File: config.mk
export PLATFORM = sky130hd
export DESIGN_NAME = module_bus_bridge
export DESIGN_NICKNAME = d
export VERILOG_FILES = /design/src/rtl/module_bus_pkg.sv /design/src/rtl/module_bus_bridge_edge_pulse.sv /design/src/rtl/module_bus_bridge.sv
export SDC_FILE = /design/constraint.sdc
export NUM_CORES = 1
export LEC_CHECK = 0
export ABC_AREA = 1
export CAP_MARGIN = 5
export CORE_ASPECT_RATIO = 0.75
export CORE_MARGIN = 2
export CORE_UTILIZATION = 35
export DETAILED_ROUTE_END_ITERATION = 10
export PLACE_DENSITY = 0.79
export SYNTH_ARGS = -nofsm -noshare
export SYNTH_HDL_FRONTEND = slang
export SYNTH_SLANG_ARGS = --single-unit
File: constraint.sdc
create_clock -name i_SYSCLK -period 3.88 [get_ports i_SYSCLK]
set_input_delay 0.582 -clock i_SYSCLK [delete_from_list [all_inputs] [get_ports i_SYSCLK]]
set_output_delay 0.582 -clock i_SYSCLK [all_outputs]
set_load 0.02 [all_outputs]
File: src/rtl/module_bus_pkg.sv
// Shared types and constants for the SPI-to-user-module bus bridge.
// State encoding, STATUS word layout and a counter sizing helper.
package module_bus_pkg;

  typedef enum logic [1:0] {
    IDLE = 2'd0,
    WAIT = 2'd1,
    DONE = 2'd2
  } state_t;

  localparam int FLAG_TIMEOUT = 0;
  localparam int FLAG_BADADDR = 1;
  localparam int FLAG_OVERRUN = 2;
  localparam int N_FLAGS      = 3;

  localparam int CNT_LSB  = 8;
  localparam int CNT_MSB  = 15;
  localparam int NMOD_LSB = 16;
  localparam int NMOD_MSB = 19;

  localparam int STATUS_ADDR = 0;

  // Bits needed to hold values 0..max_val, never less than one.
  function automatic int cnt_width(input int max_val);
    return (max_val < 2) ? 1 : $clog2(max_val + 1);
  endfunction

endpackage

File: src/rtl/module_bus_bridge_edge_pulse.sv
// Rising-edge detector: the level is registered once, the pulse is level & ~previous,
// so a held level yields exactly one pulse.
module edge_pulse (
  input  logic i_clk,
  input  logic i_rst,
  input  logic i_sig,
  output logic o_pulse
);

  logic r_prev;

  always_ff @(posedge i_clk or posedge i_rst) begin
    if (i_rst) r_prev <= 1'b0;
    else       r_prev <= i_sig;
  end

  assign o_pulse = i_sig & ~r_prev;

endmodule

File: src/rtl/module_bus_bridge.sv
// Bridges SPI register accesses to N user modules: one-cycle write strobes with optional
// ack/timeout, read snapshots, and a STATUS word with sticky W1C error flags.
module module_bus_bridge
  import module_bus_pkg::*;
#(
  parameter int N_MODULES      = 4,
  parameter int DATA_WIDTH     = 32,
  parameter int ADDR_WIDTH     = 7,
  parameter int ACK_EN         = 1,
  parameter int TIMEOUT_CYCLES = 16
) (
  input  logic                            i_SYSCLK,
  input  logic                            i_RST,
  input  logic                            i_WE,
  input  logic                            i_RD_REQ,
  input  logic [ADDR_WIDTH-1:0]           i_ADDR,
  input  logic [DATA_WIDTH-1:0]           i_WDATA,
  input  logic [DATA_WIDTH*N_MODULES-1:0] i_MODULE_DATA,
  input  logic [N_MODULES-1:0]            i_MODULE_ACK,
  output logic [N_MODULES-1:0]            o_MODULE_WE,
  output logic [DATA_WIDTH-1:0]           o_MODULE_WDATA,
  output logic [DATA_WIDTH-1:0]           o_RDATA,
  output logic                            o_RVALID,
  output logic                            o_WDONE,
  output logic                            o_BUSY,
  output logic                            o_ERR
);

  localparam int IDX_W = cnt_width(N_MODULES - 1);
  localparam int TMO_W = cnt_width(TIMEOUT_CYCLES - 1);
  localparam int SW    = (DATA_WIDTH > 20) ? DATA_WIDTH : 20;

  logic                  w_we_start, w_rd_start;
  logic                  w_is_status, w_is_module, w_ack;
  logic [IDX_W-1:0]      w_addr_idx;
  state_t                r_state, w_state_nxt;
  logic                  w_latch, w_inc;
  logic [TMO_W-1:0]      r_tmo, w_tmo_nxt;
  logic [N_FLAGS-1:0]    r_flags, w_flag_set, w_flag_clr, w_flags_nxt;
  logic [7:0]            r_wcount;
  logic                  r_err, r_rvalid;
  logic [IDX_W-1:0]      r_sel;
  logic [N_MODULES-1:0]  r_module_we;
  logic [DATA_WIDTH-1:0] r_wdata, r_rdata, w_rdata_nxt, w_status;
  logic [SW-1:0]         w_status_full;

  edge_pulse u_we_edge (.i_clk(i_SYSCLK), .i_rst(i_RST), .i_sig(i_WE),     .o_pulse(w_we_start));
  edge_pulse u_rd_edge (.i_clk(i_SYSCLK), .i_rst(i_RST), .i_sig(i_RD_REQ), .o_pulse(w_rd_start));

  assign w_is_status = (i_ADDR == ADDR_WIDTH'(STATUS_ADDR));
  assign w_is_module = (i_ADDR != '0) && (i_ADDR <= ADDR_WIDTH'(N_MODULES));
  assign w_addr_idx  = IDX_W'(i_ADDR - ADDR_WIDTH'(1));
  assign w_ack       = i_MODULE_ACK[r_sel];

  always_comb begin
    w_status_full                    = '0;
    w_status_full[N_FLAGS-1:0]       = r_flags;
    w_status_full[CNT_MSB:CNT_LSB]   = r_wcount;
    w_status_full[NMOD_MSB:NMOD_LSB] = 4'(N_MODULES);
  end
  assign w_status = w_status_full[DATA_WIDTH-1:0];

  always_ff @(posedge i_SYSCLK or posedge i_RST) begin
    if (i_RST) r_state <= IDLE;
    else       r_state <= w_state_nxt;
  end

  // With ACK_EN=0 the strobe cycle stands in for the ack, so done lands one cycle later.
  always_comb begin
    w_state_nxt = r_state;
    w_latch     = 1'b0;
    w_inc       = 1'b0;
    w_tmo_nxt   = r_tmo;
    w_flag_set  = '0;
    w_flag_clr  = '0;
    case (r_state)
      IDLE: begin
        if (w_we_start) begin
          if (w_is_module) begin
            w_latch     = 1'b1;
            w_tmo_nxt   = '0;
            w_state_nxt = WAIT;
          end else if (w_is_status) begin
            w_flag_clr  = i_WDATA[N_FLAGS-1:0];
            w_state_nxt = DONE;
          end else begin
            w_flag_set[FLAG_BADADDR] = 1'b1;
            w_state_nxt              = DONE;
          end
        end
      end
      WAIT: begin
        if ((ACK_EN == 0) || w_ack) begin
          w_inc       = 1'b1;
          w_state_nxt = DONE;
        end else if (r_tmo == TMO_W'(TIMEOUT_CYCLES - 1)) begin
          w_flag_set[FLAG_TIMEOUT] = 1'b1;
          w_state_nxt              = DONE;
        end else begin
          w_tmo_nxt = r_tmo + 1'b1;
        end
      end
      DONE:    w_state_nxt = IDLE;
      default: w_state_nxt = IDLE;
    endcase
    if (w_we_start && (r_state != IDLE)) w_flag_set[FLAG_OVERRUN] = 1'b1;
    if (w_rd_start && !w_is_status && !w_is_module) w_flag_set[FLAG_BADADDR] = 1'b1;
  end

  assign w_flags_nxt = (r_flags & ~w_flag_clr) | w_flag_set;

  always_comb begin
    w_rdata_nxt = '0;
    if (w_is_status)      w_rdata_nxt = w_status;
    else if (w_is_module) w_rdata_nxt = i_MODULE_DATA[w_addr_idx*DATA_WIDTH +: DATA_WIDTH];
  end

  always_ff @(posedge i_SYSCLK or posedge i_RST) begin
    if (i_RST) begin
      r_module_we <= '0;
      r_wdata     <= '0;
      r_sel       <= '0;
      r_tmo       <= '0;
      r_wcount    <= '0;
      r_flags     <= '0;
      r_err       <= 1'b0;
      r_rvalid    <= 1'b0;
      r_rdata     <= '0;
    end else begin
      r_module_we <= '0;
      if (w_latch) begin
        r_module_we <= N_MODULES'(1) << w_addr_idx;
        r_wdata     <= i_WDATA;
        r_sel       <= w_addr_idx;
      end
      r_tmo <= w_tmo_nxt;
      if (w_inc) r_wcount <= r_wcount + 8'd1;
      r_flags  <= w_flags_nxt;
      r_err    <= |w_flags_nxt;
      r_rvalid <= w_rd_start;
      if (w_rd_start) r_rdata <= w_rdata_nxt;
    end
  end

  assign o_MODULE_WE    = r_module_we;
  assign o_MODULE_WDATA = r_wdata;
  assign o_RDATA        = r_rdata;
  assign o_RVALID       = r_rvalid;
  assign o_WDONE        = (r_state == DONE);
  assign o_BUSY         = (r_state != IDLE);
  assign o_ERR          = r_err;

endmodule

# ---- Word level (Yosys, flattened, before mapping)
# Index checks and enable logic that the tools add are counted.
dict set report op_classes {
  add_sub_neg 3
  magnitude_cmp 2
  n_eq_ne 8
  shifts 2
  n_mux 33
  n_bitwise 7
  reduce_logical 14
}
# op n
set op_table {}
lappend op_table {{variable part select 128 x 8 -> 32 bit} 1}
lappend op_table {{2-to-1 mux 32 bit} 2}
lappend op_table {{2-to-1 mux 4 bit} 5}
lappend op_table {{2-to-1 mux 1 bit} 15}
lappend op_table {{2-to-1 mux 3 bit} 4}
lappend op_table {{adder 8 x 1 -> 8 bit, second input constant} 1}
lappend op_table {{2-to-1 mux 2 bit} 4}
lappend op_table {{inequality test 2 bit, second input constant} 4}
lappend op_table {{one-hot mux 4 bit (2 select lines)} 1}
lappend op_table {{<= comparator 7 x 3 -> 1 bit, second input constant} 1}
lappend op_table {{zero test 7 bit} 1}
lappend op_table {{nonzero test 7 bit} 1}
lappend op_table {{AND reduction 5 bit} 1}
lappend op_table {{adder 4 x 1 -> 4 bit, second input constant} 1}
lappend op_table {{== test 4 bit, second input constant} 1}
lappend op_table {{logical AND 1 bit} 4}
lappend op_table {{one-hot mux 2 bit (2 select lines)} 1}
lappend op_table {{nonzero test 2 bit} 2}
lappend op_table {{left shift 1 x 2 -> 4 bit, first input constant} 1}
lappend op_table {{AND 3 bit} 1}
lappend op_table {{< comparator 2 x 3 -> 1 bit, second input constant} 1}
lappend op_table {{inequality test 3 bit, second input constant} 1}
lappend op_table {{inverter 3 bit} 1}
lappend op_table {{bitwise OR 3 bit} 1}
lappend op_table {{other kinds (10)} 13}
dict set report totals {
  reg_bits 91
  input_bits 175
  out_inout_bits 72
  word_cells 81
}

# ---- Longest topological paths before layout
# Gate-level depths: netlist of the first run.
dict set report logic_depth {
  word_depth 9
  depth_mapped 16
  depth_no_buf 11
}

# ---- Hierarchy
# From an unflattened synthesis of the first run, not the netlist that was laid out.
dict set report unflattened {
  hier_cells 685
  area_unflattened_um2 4979.8
}
# mod instances cells_each area_per_inst_um2 seq_area_each_um2
set by_module_without_submodules {}
lappend by_module_without_submodules {module_bus_bridge 1 677 4902.2 2227.1}
lappend by_module_without_submodules {edge_pulse 2 4 38.8 25.0}

# ---- Worst setup path before layout of the first run
# Ideal clock, no wire load.
dict set report synth_path {
  path_kind {input to register}
  startpoint {input i_ADDR[0]}
  endpoint {register r_wdata[10] (netlist: o_MODULE_WDATA[10])}
  setup_time_ps 117
  arrival_time_ps 2127
  t_required_ps 3763
  path_slack_ps 1636
  cell_stages 16
  path_buffers 5
  path_cell_list {buf_2 -> inv_2 -> buf_4 -> buf_2 -> ha_1 -> inv_2 -> nand2_1 -> nand2_1 -> inv_2 -> nand3_4 -> nor2_4 -> inv_2 -> buf_6 -> buf_6 -> nand2_1 -> nand2_1}
}
dict set report synth_between {
  elab_chain_cells 5
  elab_cells_between_ends 6
  cone_classes {order compare: 1; mux: 3; reduce/logical: 2}
}
# item line
set synth_rtl {}
lappend synth_rtl {{start: declaration} module_bus_bridge.sv:16} ;# input logic [ADDR_WIDTH-1:0] i_ADDR,
lappend synth_rtl {{<= comparator 7 x 3 -> 1 bit / nonzero test 7 bit (equally long branches)} module_bus_bridge.sv:51} ;# assign w_is_module = (i_ADDR != '0) && (i_ADDR <= ADDR_WIDTH'(N_MODULES));
lappend synth_rtl {{logical AND 1 bit *} module_bus_bridge.sv:51}
lappend synth_rtl {{2-to-1 mux 1 bit *} module_bus_bridge.sv:79} ;# if (w_is_module) begin
lappend synth_rtl {{2-to-1 mux 1 bit *} module_bus_bridge.sv:78} ;# if (w_we_start) begin
lappend synth_rtl {{2-to-1 mux 1 bit *} module_bus_bridge.sv:76} ;# case (r_state)
lappend synth_rtl {{end signal: assignment} module_bus_bridge.sv:133} ;# r_wdata <= i_WDATA;
lappend synth_rtl {{end: declaration} module_bus_bridge.sv:44} ;# logic [DATA_WIDTH-1:0] r_wdata, r_rdata, w_rdata_nxt, w_status;
# Every way passes the cells marked *; elsewhere a longest branch is shown, timed or not.
# A chain may end at the register's enable or synchronous reset.

# ---- Worst setup path after layout of the first run
dict set report layout_path {
  startpoint {input i_ADDR[1]}
  endpoint {register r_rdata[24] (netlist: o_RDATA[24])}
}
dict set report layout_between {
  elab_chain_cells 4
  elab_cells_between_ends 8
  cone_classes {add/sub: 1; order compare: 1; shift: 1; mux: 2; reduce/logical: 3}
}
# item line
set layout_rtl {}
lappend layout_rtl {{subtractor 2 x 1 -> 2 bit, or another cell as far along} module_bus_bridge.sv:52} ;# assign w_addr_idx = IDX_W'(i_ADDR - ADDR_WIDTH'(1));
lappend layout_rtl {{variable part select 128 x 8 -> 32 bit / logical AND 1 bit (equally long branches)} {module_bus_bridge.sv:115, module_bus_bridge.sv:51}}
lappend layout_rtl {{2-to-1 mux 32 bit} module_bus_bridge.sv:115} ;# else if (w_is_module) w_rdata_nxt = i_MODULE_DATA[w_addr_idx*DATA_WIDTH +: DATA_WIDTH];
lappend layout_rtl {{2-to-1 mux 32 bit *} module_bus_bridge.sv:114} ;# if (w_is_status) w_rdata_nxt = w_status;
lappend layout_rtl {{end signal: assignment} module_bus_bridge.sv:141} ;# if (w_rd_start) r_rdata <= w_rdata_nxt;
lappend layout_rtl {{end: declaration} module_bus_bridge.sv:44}
# Marks and branches as above.

==> results of run 1 <==
[synth_stat cells, types with 7 or more instances]
cell / number / area share
buf_2: 13 / 0.014
clkbuf_1: 13 / 0.010
dfrtp_1: 91 / 0.48
inv_1: 33 / 0.026
nand2_1: 177 / 0.14
nand3_1: 31 / 0.033
nand4_1: 7 / 0.0092
nor2_1: 91 / 0.072
o21ai_0: 71 / 0.075
o21ai_1: 20 / 0.021
o22a_1: 20 / 0.037
o22ai_1: 11 / 0.014
[routing by layer]
| layer | wire [um] | vias to the layer above | track usage |
|---|---|---|---|
| li1 | - | 2485 | - |
| met2 | 7192 | 214 | 0.3550 |
| met1 | 7046 | 2372 | 0.2860 |
| met3 | 1533 | 19 | 0.07379 |
| met4 | 223 | 0 | 0.04618 |
| met5 | 0 | - | 0 |
[layout make-up]
type	count	area (um2)
Sequential cell	91	2277
Multi-Input combinational cell	457	2160
Fill cell	1223	5549
Tap cell	171	214.0
Clock buffer	11	242.7
Timing Repair Buffer	255	2525
Inverter	39	148.9
Clock inverter	5	36.28
[worst max-delay path, cell delays in order]
cell and delay [ns]:
clkdlybuf4s50_1 0.50, inv_1 0.07, ha_1 0.29, inv_1 0.70, o21ai_0 0.24, o22a_1 0.24, o21ai_1 0.13
[power by group through the flow]
stage | Sequential, W | Combinational, W | Clock (W)
3_5_place_dp | 0.00113 | 0.000729 | 0
3_3_place_gp | 0.00112 | 0.000720 | 0
4_1_cts | 0.00111 | 0.000733 | 0.000854
6_report | 0.00111 | 0.000729 | 0.000830
2_1_floorplan | 0.00119 | 0.000278 | 0
5_1_grt | 0.00112 | 0.000799 | 0.000886
[kinds of logic (layout without fill, tap and decap cells)]
group	count (synthesis)	after routing	synth area share
AND/OR/NAND/NOR	315	315	0.2695
AO/OA/AOI/OAI	128	128	0.1530
flip-flops	91	91	0.4776
buffers and inverters	75	310	0.06954
XOR/XNOR	8	8	0.01469
adder cells (fa/ha/maj)	6	6	0.01574
[worst max-delay path by stage]
stage | from | endpoint | slack [ns] | cells after the start
after floorplan | i_RST | o_ERR | 0.93 | 1
after global placement | i_ADDR[1] | o_RDATA[27] | 1.02 | 7
after detailed placement | i_ADDR[1] | o_RDATA[24] | 0.98 | 7
after CTS | i_ADDR[1] | o_RDATA[24] | 1.34 | 7
after global routing | i_ADDR[1] | o_RDATA[10] | 1.10 | 8
final | i_ADDR[1] | o_RDATA[24] | 1.37 | 7
[placed cells by master, fill, tap and decap left out, drive strengths merged]
cell           instances
nor2                  95
nand4                  7
clkdlybuf4s50        245
clkbuf                11
xor2                   6
a21oi                  6
o21ai                 91
ha                     6
xnor2                  2
nand2                179
nand3                 33
buf                   10
nor3                   1
o22a                  20
inv                   41
clkinv                 3
dfrtp                 91
o22ai                 11
[stage by stage]
step                      hold slack, ns  setup slack, ns  power [W]  utilization  std cells
final                             0.4690            1.369   0.002672       0.5781       1029
after global routing              0.4929            1.098   0.002809       0.5781       1029
after CTS                         0.4726            1.337   0.002698       0.5781       1029
after detailed placement          0.4575           0.9841   0.001856       0.5569       1013
after global placement            0.4518            1.015   0.001845       0.5569       1013
after floorplan                   0.4424           0.9344   0.001467            -        623
[state kept, by name, indices dropped and copies added (netlist names)]
name,count
o_ERR,1
o_MODULE_WDATA,32
o_MODULE_WE,4
o_RDATA,32
o_RVALID,1
r_flags,3
r_sel,2
r_state,2
r_tmo,4
r_wcount,8
u_rd_edge.r_prev,1
u_we_edge.r_prev,1
==> impl_metrics.yaml, run 1 <==
outcome:
  status: "completed"
placement:
  port-buffer-count: 246
  dpl-instance-area_um2: 7325
  dp_hpwl_mm: 11.66
  gp_congestion: 0.8279
worst_setup_path:
  r2r_end: "o_RDATA[25]"
  crit_path_max_fanout: 32
  critPathRequiredTime_ns: 4.13
  r2r_slack_ns: 1.77
  crit_type: "in -> reg"
  cp.arrival_ns: 2.76
  start_kind: "input pin"
  r2r-start: "u_rd_edge.r_prev"
  rr_worst_depth: 7
  end_kind: "register"
clock_tree:
  numCtsBuffers: 9
  clk_pin_slew_ns: 0.07
  ctsHoldBuffers: 0
  post_cts_buffers: 0
  clock_path_buffers: 2
  clockRootBuffer: "clkbuf_16"
  cts_tree: "built"
  htree_num_levels: 3
  clock_sinks: 91
  insertion_delay_ns: 0.33
  cts_resized: 0
logic_synthesis:
  syn_area_per_cell_um2: 7.654
  synth_ff_type: "dfrtp_1"
  ys_types: 26
  synth_edf_count: 0
  postSynthCellCount: 623
  synth.cell_area_um2: 4768
  ys_seq_area_frac: 0.4776
  syn_nets: 804
  synth-warning-count: 0
  async_flop_share: 1.000
  synth_seq_cells: 91
floorplanning:
  die_width_um: 138.8
  die_y_um: 105.1
  rows: 36
  start_util: 0.3625
  io_pins: 247
  coreArea_um2: 13150
  die_area_um2: 14580
sta:
  rsz0062_at_grt: "no"
  finalSetupViolCount: 0
  timing.setup.tns_ns: 0
  finClkSkew_ns: 0.004868
  finalCritPeriodShare: 0.6471
  max_slew_margin: 0.3599
  fmax_mhz: 398.3
  hold_violations: 0
  max_slew.worst_pin.slew_ns: 0.9592
  slew_violations: 0
  min_period_ns: 2.511
pwr:
  power_leakage_nw: 3.438
  combPwrFrac: 0.273
  seq_power_share: 0.417
  pwr-share-clk: 0.311
  power.net_switching_w: 0.0008013
  peakVddDrop_v: 0.0002668
  swShare: 0.2999
  power.internal_w: 0.001871
  power_density_nw_per_um2: 351.4
global_routing:
  grt_max_degree: 74
  grt_pass1_vias: 5031
  antenna_found_initial: 0
  grt_pass1_wl_mm: 25.81
  grt_overflow: 0
  grtUsageTotal: 0.2189
layout:
  stdcell_area_um2: 7604
  drive_gt1_frac: 0.04662
  finalNetCount: 1034
  syn_to_final_growth_pct: 59.46
  antenna_cells: 0
min_path:
  min_path_type: "reg -> reg"
  hp-start: "r_wcount[7]"
  hold_path_end: "r_wcount[7]"
  min_path_cells: 1
detailed_routing:
  wl_per_cell_um: 15.54
  routed_wl_mm: 16.00
  vias_per_cell: 4.947
  drc: 0
  vias: 5090
  first_pass_iters: 5
  drtIter0Drc: 283
  ant_nets: 0
run:
  max_cap_viol_count: 0
Power figures use the tool's default switching activity.
==> run 2, diff against run 1 <==
--- a/config.mk
+++ b/config.mk
@@ -11,7 +11,7 @@
 export CORE_MARGIN = 2
 export CORE_UTILIZATION = 35
 export DETAILED_ROUTE_END_ITERATION = 10
-export PLACE_DENSITY = 0.79
+export PLACE_DENSITY = 0.82
 export SYNTH_ARGS = -nofsm -noshare
 export SYNTH_HDL_FRONTEND = slang
 export SYNTH_SLANG_ARGS = --single-unit
==> constraint.sdc (replaced) <==
create_clock -name i_SYSCLK -period 2.1 [get_ports i_SYSCLK]
set_input_delay 0.315 -clock i_SYSCLK [delete_from_list [all_inputs] [get_ports i_SYSCLK]]
set_output_delay 0.315 -clock i_SYSCLK [all_outputs]
set_load 0.02 [all_outputs]
==> run 2 against run 1 <==
Routed wire length barely moved. Combinational power is 89% higher. Hold slack lost 0.071 ns. Clock skew is 0.0027 ns higher. Clock power increased by 110%. Critical endpoint is now o_WDONE. Largest power group unchanged.
==> impl_metrics.yaml, run 2 (synthesis gave the netlist of run 1 again) <==
global_routing:
  grt_use_met2: 0.3526
  grt_overflow: 0
  antenna_found_initial: 0
  grt_pass1_wl_mm: 26.12
  met3_usage: 0.06233
  grtUsageTotal: 0.2216
  grt_pass1_vias: 5098
  grt_util_met1: 0.2948
  busiest_layer: "met2"
  grt_max_degree: 67
detailed_routing:
  drtIter0Drc: 247
  drc: 0
  vias: 5071
  vias_per_cell: 4.871
  ant_nets: 0
  wl_per_cell_um: 15.37
  routed_wl_mm: 16.00
  first_pass_iters: 5
clock_tree:
  numCtsBuffers: 9
  clk_pin_slew_ns: 0.07
  htree_num_levels: 3
  post_cts_buffers: 0
  ctsHoldBuffers: 0
  clock_path_buffers: 2
  cts_resized: 0
  cts_tree: "built"
  clock_sinks: 91
  insertion_delay_ns: 0.33
  clockRootBuffer: "clkbuf_16"
floorplanning:
  rows: 36
  die_width_um: 138.8
  die_y_um: 105.1
  io_pins: 247
  start_util: 0.3625
  die_area_um2: 14580
  coreArea_um2: 13150
placement:
  place_ws_ns: -0.1271
  dp_hpwl_mm: 11.91
  gp_congestion: 0.8539
  port-buffer-count: 246
pwr:
  peakVddDrop_v: 0.0003884
  power_leakage_nw: 3.533
  power_density_nw_per_um2: 665.1
sta:
  min_period_ns: 1.858
  max_slew_margin: 0.5744
  finalCritPeriodShare: 0.8845
  timing.setup.tns_ns: 0
  finClkSkew_ns: 0.007608
  whs_ns: 0.3976
  slew_violations: 0
  max_slew.worst_pin.slew_ns: 0.6384
  finalSetupViolCount: 0
  finalWorstSetupSlack_ns: 0.2425
  rsz0062_at_grt: "no"
  hold_violations: 0
  fmax_mhz: 538.4
worst_setup_path:
  critPathRequiredTime_ns: 1.78
  r2r-start: "r_tmo[0]"
  r2r_slack_ns: 0.59
  worst_path_largest_cell_delay_ns: 0.65
  crit_chain: "inv_1 > nor2_1 > clkdlybuf4s50_1"
  crit_path_max_fanout: 2
  cp.arrival_ns: 1.54
  end_kind: "primary output"
  crit_slowest_cell: "clkdlybuf4s50_1"
  start_kind: "register"
  crit_type: "reg -> out"
  r2r_end: "r_tmo[2]"
  rr_worst_depth: 7
run:
  max_cap_viol_count: 0
layout:
  drive_gt1_frac: 0.06092
  final_common_cell: "clkdlybuf4s50_1"
  fillers: 1183
  layout_common_cells: "clkdlybuf4s50_1, nand2_1, nor2_1, dfrtp_1, o21ai_0"
  multi_input_area_um2: 2160
  antenna_cells: 0
  syn_to_final_growth_pct: 63.66
  register_area_um2: 2277
  finalNetCount: 1046
min_path:
  min_path_type: "in -> async"
outcome:
  status: "completed"
[run 2: cell count changes in the layout (fill, tap and decap cells not counted), sizes merged]
cell | before | now
clkinv | 3 | 2
bufinv | 0 | 2
clkinvlp | 0 | 2
buf | 10 | 22
clkbuf | 11 | 10
inv | 41 | 39
[run 2: worst max-delay path, delay by kind of cell (launching register included)]
family	cells	cell delay, ns
buffers and inverters	2	0.73
flip-flops	1	0.39
AND/OR/NAND/NOR	1	0.10
[run 2: per-stage QoR]
stage	util	instance area, um2	std cells	power [W]
3_3_place_gp	0.5686	7478	1025	0.003446
2_1_floorplan	-	4772	623	0.002711
4_1_cts	0.5933	7804	1041	0.005249
6_report	0.5933	7804	1041	0.005190
3_5_place_dp	0.5686	7478	1025	0.003468
5_1_grt	0.5933	7804	1041	0.005460
[run 2: worst max-delay path by stage]
stage	from	to	slack [ns]	cells after the start
finish	r_state[1]	o_WDONE	0.24	3
global placement	i_ADDR[1]	o_RDATA[18]	-0.07	8
CTS	r_state[1]	o_WDONE	0.22	3
global route	i_ADDR[1]	o_RDATA[18]	0.06	8
detailed placement	i_ADDR[1]	o_RDATA[18]	-0.13	8
floorplan	i_ADDR[0]	o_MODULE_WDATA[10]	0.12	16
[run 2: per-layer routing]
layer  up-vias  routed length [um]  part of all wire
li1       2499                   -                 -
met1      2361                7289              0.46
met2       195                7197              0.45
met3        16                1279             0.080
met4         0                 238             0.015
met5         -                   0                 0
[run 2: layout make-up]
cell class | count | share of cell area
Multi-Input combinational cell | 457 | 0.2767
Tap cell | 171 | 0.02742
Timing Repair Buffer | 267 | 0.3431
Clock buffer | 10 | 0.03062
Inverter | 39 | 0.01924
Sequential cell | 91 | 0.2918
Clock inverter | 6 | 0.01106
[run 2: report_power, final]
part	switching [W]	internal, W	leakage [nW]
sequential	0.000134	0.00192	1.21
combinational	0.000661	0.000715	2.16
clock	0.000680	0.00108	0.159
total	0.00148	0.00372	3.53
